File: config.mk
export PLATFORM = sky130hd
export DESIGN_NAME = regfile_wb_arbiter
export DESIGN_NICKNAME = d
export VERILOG_FILES = /design/src/rtl/regfile_wb_arbiter_pkg.sv /design/src/rtl/rr_arbiter2.sv /design/src/rtl/regfile_wb_arbiter.sv
export SDC_FILE = /design/constraint.sdc
export NUM_CORES = 1
export LEC_CHECK = 0
export ABC_AREA = 1
export CORE_AREA = 5 5 68 70
export DETAILED_ROUTE_END_ITERATION = 8
export DIE_AREA = 0 0 73 75
export PLACE_DENSITY = 0.87
export SETUP_SLACK_MARGIN = 0.1
export SYNTH_ARGS = -nofsm -noshare
export SYNTH_HDL_FRONTEND = slang
export SYNTH_SLANG_ARGS = --single-unit
File: constraint.sdc
create_clock -name clk -period 1.34 [get_ports clk]
set_input_delay 0.335 -clock clk [delete_from_list [all_inputs] [get_ports clk]]
set_output_delay 0.335 -clock clk [all_outputs]
set_load 0.02 [all_outputs]
File: src/rtl/regfile_wb_arbiter_pkg.sv
// Shared CPU definitions for the register-file writeback path:
// default widths and the writeback source encoding.
package regfile_wb_arbiter_pkg;

   localparam int DEF_DATA_W = 16;
   localparam int DEF_ADDR_W = 3;

   typedef enum logic {
      SRC_ALU = 1'b0,
      SRC_LD  = 1'b1
   } src_e;

   // One-hot decode of a register index into a scoreboard-sized mask.
   function automatic logic [2**DEF_ADDR_W-1:0] idx_mask(input logic [DEF_ADDR_W-1:0] idx);
      logic [2**DEF_ADDR_W-1:0] m;
      m = '0;
      m[idx] = 1'b1;
      return m;
   endfunction

endpackage

File: src/rtl/rr_arbiter2.sv
// Two-requester round-robin arbiter: combinational grant, registered
// priority pointer that flips to the other source after every grant.
module rr_arbiter2
   import regfile_wb_arbiter_pkg::*;
(
   input  logic       clk,
   input  logic       i_reset,
   input  logic [1:0] i_req,
   output logic [1:0] o_gnt
);

   src_e       r_ptr;
   logic [1:0] w_gnt;

   always_comb begin
      w_gnt = 2'b00;
      if (!i_reset) begin
         if (i_req[SRC_ALU] && i_req[SRC_LD])
            w_gnt[r_ptr] = 1'b1;
         else
            w_gnt = i_req;
      end
   end

   always_ff @(posedge clk) begin
      if (i_reset)
         r_ptr <= SRC_ALU;
      else if (w_gnt[SRC_ALU])
         r_ptr <= SRC_LD;
      else if (w_gnt[SRC_LD])
         r_ptr <= SRC_ALU;
   end

   assign o_gnt = w_gnt;

endmodule

File: src/rtl/regfile_wb_arbiter.sv
// Writeback arbiter: picks ALU or load result each cycle, registers the
// register-file write port, and tracks pending writes per register.
module regfile_wb_arbiter
   import regfile_wb_arbiter_pkg::*;
#(
   parameter int DATA_W = DEF_DATA_W,
   parameter int ADDR_W = DEF_ADDR_W,
   parameter int NREGS  = 2**ADDR_W
) (
   input  logic              clk,
   input  logic              reset,
   input  logic              alu_valid,
   input  logic [ADDR_W-1:0] alu_rd,
   input  logic [DATA_W-1:0] alu_wd,
   output logic              alu_ready,
   input  logic              ld_valid,
   input  logic [ADDR_W-1:0] ld_rd,
   input  logic [DATA_W-1:0] ld_wd,
   output logic              ld_ready,
   input  logic              rsv_valid,
   input  logic [ADDR_W-1:0] rsv_rd,
   output logic              we,
   output logic [ADDR_W-1:0] rd,
   output logic [DATA_W-1:0] wd,
   output logic [NREGS-1:0]  busy
);

   logic [1:0]        w_req;
   logic [1:0]        w_gnt;
   logic              r_we;
   logic [ADDR_W-1:0] r_rd;
   logic [DATA_W-1:0] r_wd;
   logic [NREGS-1:0]  r_busy;
   logic [NREGS-1:0]  w_busy_nxt;

   assign w_req[SRC_ALU] = alu_valid;
   assign w_req[SRC_LD]  = ld_valid;

   rr_arbiter2 u_arb (
      .clk     (clk),
      .i_reset (reset),
      .i_req   (w_req),
      .o_gnt   (w_gnt)
   );

   assign alu_ready = w_gnt[SRC_ALU];
   assign ld_ready  = w_gnt[SRC_LD];

   always_ff @(posedge clk) begin
      if (reset) begin
         r_we <= 1'b0;
         r_rd <= '0;
         r_wd <= '0;
      end else begin
         r_we <= |w_gnt;
         if (w_gnt[SRC_LD]) begin
            r_rd <= ld_rd;
            r_wd <= ld_wd;
         end else if (w_gnt[SRC_ALU]) begin
            r_rd <= alu_rd;
            r_wd <= alu_wd;
         end
      end
   end

   // Clear for the write committing at this edge first, so a same-edge
   // reservation of that register leaves the bit set.
   always_comb begin
      w_busy_nxt = r_busy;
      if (r_we)
         w_busy_nxt[r_rd] = 1'b0;
      if (rsv_valid)
         w_busy_nxt[rsv_rd] = 1'b1;
   end

   always_ff @(posedge clk) begin
      if (reset)
         r_busy <= '0;
      else
         r_busy <= w_busy_nxt;
   end

   assign we   = r_we;
   assign rd   = r_rd;
   assign wd   = r_wd;
   assign busy = r_busy;

endmodule

Word-level counts from Yosys, hierarchy flattened
Cells that the tools add are included.
- register bits after elaboration: 29
- input port bits: 46
- output and inout bits: 30
- logic and storage cells: 36
- $lt $le $gt $ge: 6
- muxes and demuxes: 16
- bitwise operators: 3
- reduce and logical (&&, ||, !) cells: 6
- operator list (kind ; number):
    2-to-1 mux 16 bit ; 2
    2-to-1 mux 8 bit ; 2
    AND 8 bit ; 1
    < comparator 3 x 4 -> 1 bit (second input constant) ; 2
    NOT 8 bit ; 1
    OR 8 bit ; 1
    demux 1 bit (select 3 bit) ; 2
    >= comparator 3 x 1 -> 1 bit (second input constant) ; 2
    2-to-1 mux 3 bit ; 2
    2-to-1 mux 1 bit ; 5
    logical AND 1 bit ; 4
    2-to-1 mux 2 bit ; 2
    < comparator 1 x 2 -> 1 bit (second input constant) ; 1
    nonzero test 2 bit ; 1
    OR reduction 2 bit ; 1
    demux 1 bit (select 1 bit) ; 1
    >= comparator 1 bit (second input constant) ; 1

Longest topological paths before layout
- depth in word-level cells: 9
- depth in mapped cells: 8
- mapped depth without buffers: 6

Cells and area by module
A second synthesis with hierarchy kept.
- cells, all modules: 220
- area total of the unflattened synthesis: 1375.1 sq um
- modules (own cells, without submodules) (module ; instances ; cells an instance ; area an instance (sq um) ; seq. area each (sq um)):
    regfile_wb_arbiter ; 1 ; 207 ; 1307.5 ; 560.5
    rr_arbiter2 ; 1 ; 13 ; 67.6 ; 20.0

Least setup slack after synthesis
OpenSTA, ideal clock, no wires.
- path type: input to output
- start: in reset
- end: out alu_ready
- arrival time: 0.921 ns
- required time: 1.005 ns
- path slack: 0.084 ns
- cell stages on the path: 4
- path buffers: 1
- cell sequence: buf_6 inv_4 nand2_2 a21oi_1
- longest elaborated chain between the ends: 1
- ends and longest elaborated chain (element ; line ; text):
    start, declared ; regfile_wb_arbiter.sv:11 ; input logic reset,
    2-to-1 mux 2 bit ; rr_arbiter2.sv:17 ; if (!i_reset) begin
    end, declared ; regfile_wb_arbiter.sv:15 ; output logic alu_ready,
Every way passes these cells.

Worst setup path after layout
- start: reg u_arb.r_ptr
- end: out ld_ready
- longest elaborated chain between the ends: 6
- elaborated cells on any way between the ends: 7
- those cells by class: order compare (2); mux (4); reduce/logical (1)
- ends and longest elaborated chain (element ; line ; text):
    start, declared ; rr_arbiter2.sv:12 ; src_e r_ptr;
    start signal, assigned ; rr_arbiter2.sv:27 ; r_ptr <= SRC_ALU;
    start signal, assigned ; rr_arbiter2.sv:29 ; r_ptr <= SRC_LD;
    start signal, assigned ; rr_arbiter2.sv:31 ; r_ptr <= SRC_ALU;
    < comparator 1 x 2 -> 1 bit (not written as such) or >= comparator 1 bit (tied branches) ; rr_arbiter2.sv:19 ; w_gnt[r_ptr] = 1'b1;
    logical AND 1 bit (not written as such) ; rr_arbiter2.sv:19 ;
    2-to-1 mux 1 bit (not written as such) ; rr_arbiter2.sv:19 ;
    demux 1 bit (select 1 bit) * ; n/a ;
    2-to-1 mux 2 bit * ; rr_arbiter2.sv:18 ; if (i_req[SRC_ALU] && i_req[SRC_LD])
    2-to-1 mux 2 bit * ; rr_arbiter2.sv:17 ;
    end, declared ; regfile_wb_arbiter.sv:19 ; output logic ld_ready,
Mark *: on every way between the ends. The rest lies on a longest branch, timed or not.

==> reports/metrics.cfg <==
[outcome]
outcome = completed

[pwr]
power.ir.vdd_worst_mv = 0.558
power_switching_uw = 683
pwr-share-clk_pct = 29.4
netSwitchingFraction_pct = 29.9
seqPwrFrac_pct = 41.9
p_int_uw = 1600
p_comb_share_pct = 28.7
leakagePower_uw = 0.00110
p_per_area_nw_per_um2 = 954

[finish]
multi_input_area_sq_um = 726
fin_area_sq_um = 2400
final_layout_size_suffix_gt1_share_pct = 21.6
fillers = 386
layout.nets = 355
area_growth_pct = 57.9
regArea_sq_um = 582
diodes = 0

[setup_path]
path_depth = 3
slowest_stage = dfxtp_2
required_ps = 1000
r2r_slack_ps = 150
critical_path_class = reg2out
cp.arrival_ps = 910
r2r-end = wd[3]$_SDFFE_PP0P_
critPathTopFamily = flip-flops
critPathMaxFanout = 2
critPathLaunchType = flip-flop
crit_buf_inv = 2
end_kind = output port
regToRegStartpoint = u_arb.r_ptr$_SDFFE_PP0P_
cp_cell_sequence = inv_2 > a21oi_2 > buf_4
cpPeakStageDelay_ps = 340
reg2reg_depth = 7

[clock_tree]
h-tree-depth = 2
cts_max_path_buffers = 2
path_clk_slew_ps = 60
cts_made_buffers = 5
clock_sinks = 29
cts_post_setup_buffers_inserted = 0
cts-root-buf = clkbuf_8
clkLatencyLatePin_ps = 270
cts_tree = built

[floorplan]
start_util_pct = 38.8
core_area_sq_um = 3910
die_area_sq_um = 5480
pin_count = 76
fp.dieH_um = 75
rows = 23
die_x_um = 73

[logic_synthesis]
synth_area_sq_um = 1520
synth_compound_gate_area_share_pct = 19.4
synth_adder_area_share_pct = 0
netlist_instances = 227
synth_cell_types = 19
ys_ff_latch = 29
synth_top_family_by_area = simple AND/OR/NAND/NOR gates
synth-xor-area-share_pct = 0
yosys.area_share.simple_pct = 27.5
yosysWarnings = 0
syn-num-nets = 273
synth.yosys.seq_area_share_pct = 38.3
syn_area_per_cell_sq_um = 6.69
synth_mux_area_share_pct = 0

[timing]
layout_min_cycle_time_ps = 1240
max_freq_mhz = 805
fin_worst_skew_ps = 4.42
tightest_slew_ps = 269
rsz0062_at_grt = yes
hold_viol_final = 0
relSlewSlack_pct = 82.0
report.final.slew_viol_count = 0
hold_ws_ps = 458
min_period_over_period_pct = 92.7
setup_viol = 0

[placement]
place_congestion = 0.851
dp_hpwl_um = 3320
portBuffers = 75
placed_area_sq_um = 2390

[worst_hold_path]
hp-class = in2reg
min_from = reset
hold_end = busy[3]$_SDFF_PP0_
holdPathStages = 3

[global_routing]
grt_pass1_wl_um = 7040
grt_max_degree = 39
grt.total_usage_pct = 16.2
overflow = 0
grt_pass1_vias = 1685
antenna_found_initial = 0

[routing]
vias = 1746
wirelength_um = 4480
drt_drc_violations_left = 0
wl_per_cell_um = 12.5
antenna_left = 0
vias_per_cell = 4.85
drtIter0Drc = 70
drt-pass1-iter-count = 4

[flow_run]
maxCapViolCount = 0

-- sequential cells by signal (all words and copies together) (netlist names) --
| name | flops |
|---|---|
| busy | 8 |
| u_arb.r_ptr | 1 |
| wd | 16 |
| we | 1 |
| rd | 3 |
-- routing by layer --
metal  part of all wire (%)  vias to the layer above  global-route usage, %
li1                       -                      901                      -
met1                     38                      787                   16.7
met2                     54                       54                   30.9
met3                    7.9                        4                   5.87
met4                   0.89                        0                   3.89
met5                      0                        -                      0
-- kinds of logic (layout without fill, tap and decap cells) --
logic type      after synthesis  in the layout
simple gates                 97             97
compound gates               58             58
buf+inv                      43            126
flops                        29             29
-- layout by cell type, fill, tap and decap left out, drive strengths merged, types with 8 or more instances in the layout --
cell           netlist  final
a21oi               30     30
buf                 12     40
dfxtp               29     29
clkdlybuf4s50        0     42
nand2               29     29
nor2                41     41
nand3               23     23
inv                 27     27
o21ai               28     28
clkdlybuf4s15        0      8
-- power groups by stage --
stage,registers [uW],clock network (uW),logic (uW)
after CTS,960,695,672
after floorplan,1050,0,261
final,958,673,656
after global routing,968,735,718
after global placement,976,0,677
after detailed placement,977,0,692
-- stage by stage --
step                      TNS, ps  total power, uW  cells  util [%]  setup WS [ps]
final                           0             2290    360      61.2           98.2
after CTS                       0             2330    359      63.8           84.9
after global placement      -7960             1650    351      61.1           -661
after global routing            0             2420    360      61.2           48.1
after floorplan                 0             1320    227         -            189
after detailed placement    -8580             1670    351      61.1           -700
-- layout make-up --
cell class / count / share of cell area (%)
Timing Repair Buffer: 91 / 35.0
Multi-Input combinational cell: 155 / 30.3
Clock inverter: 2 / 0.418
Sequential cell: 29 / 24.3
Tap cell: 50 / 2.61
Clock buffer: 6 / 3.03
Inverter: 27 / 4.33
-- synth_stat cells, drive strengths merged --
master  instances  area [sq um]
nand2          29           116
nand3          23           115
dfxtp          29           581
a21oi          30           150
nand4           4          25.0
clkbuf          4          15.0
buf            12           106
inv            27           104
o21ai          28           144
nor2           41           161
-- timing repair --
item,4_1_cts,5_1_grt
hold buffers,0,0
gates cloned,0,1
setup endpoints to repair,49,37
gates resized for setup,105,23
-- worst max-delay path by stage --
stage,from,endpoint,slack [ps]
after CTS,u_arb.r_ptr$_SDFFE_PP0P_,ld_ready,80
after detailed placement,alu_valid,alu_ready,-700
final,u_arb.r_ptr$_SDFFE_PP0P_,ld_ready,100
after floorplan,reset,rd[1]$_SDFFE_PP0P_,190
after global routing,u_arb.r_ptr$_SDFFE_PP0P_,ld_ready,50
after global placement,reset,ld_ready,-660
-- tightest hold or removal path, stage by stage --
cell and delay (ps):
buf_2 120, buf_4 180, a21oi_1 50
(Power assumes the default switching activity.)
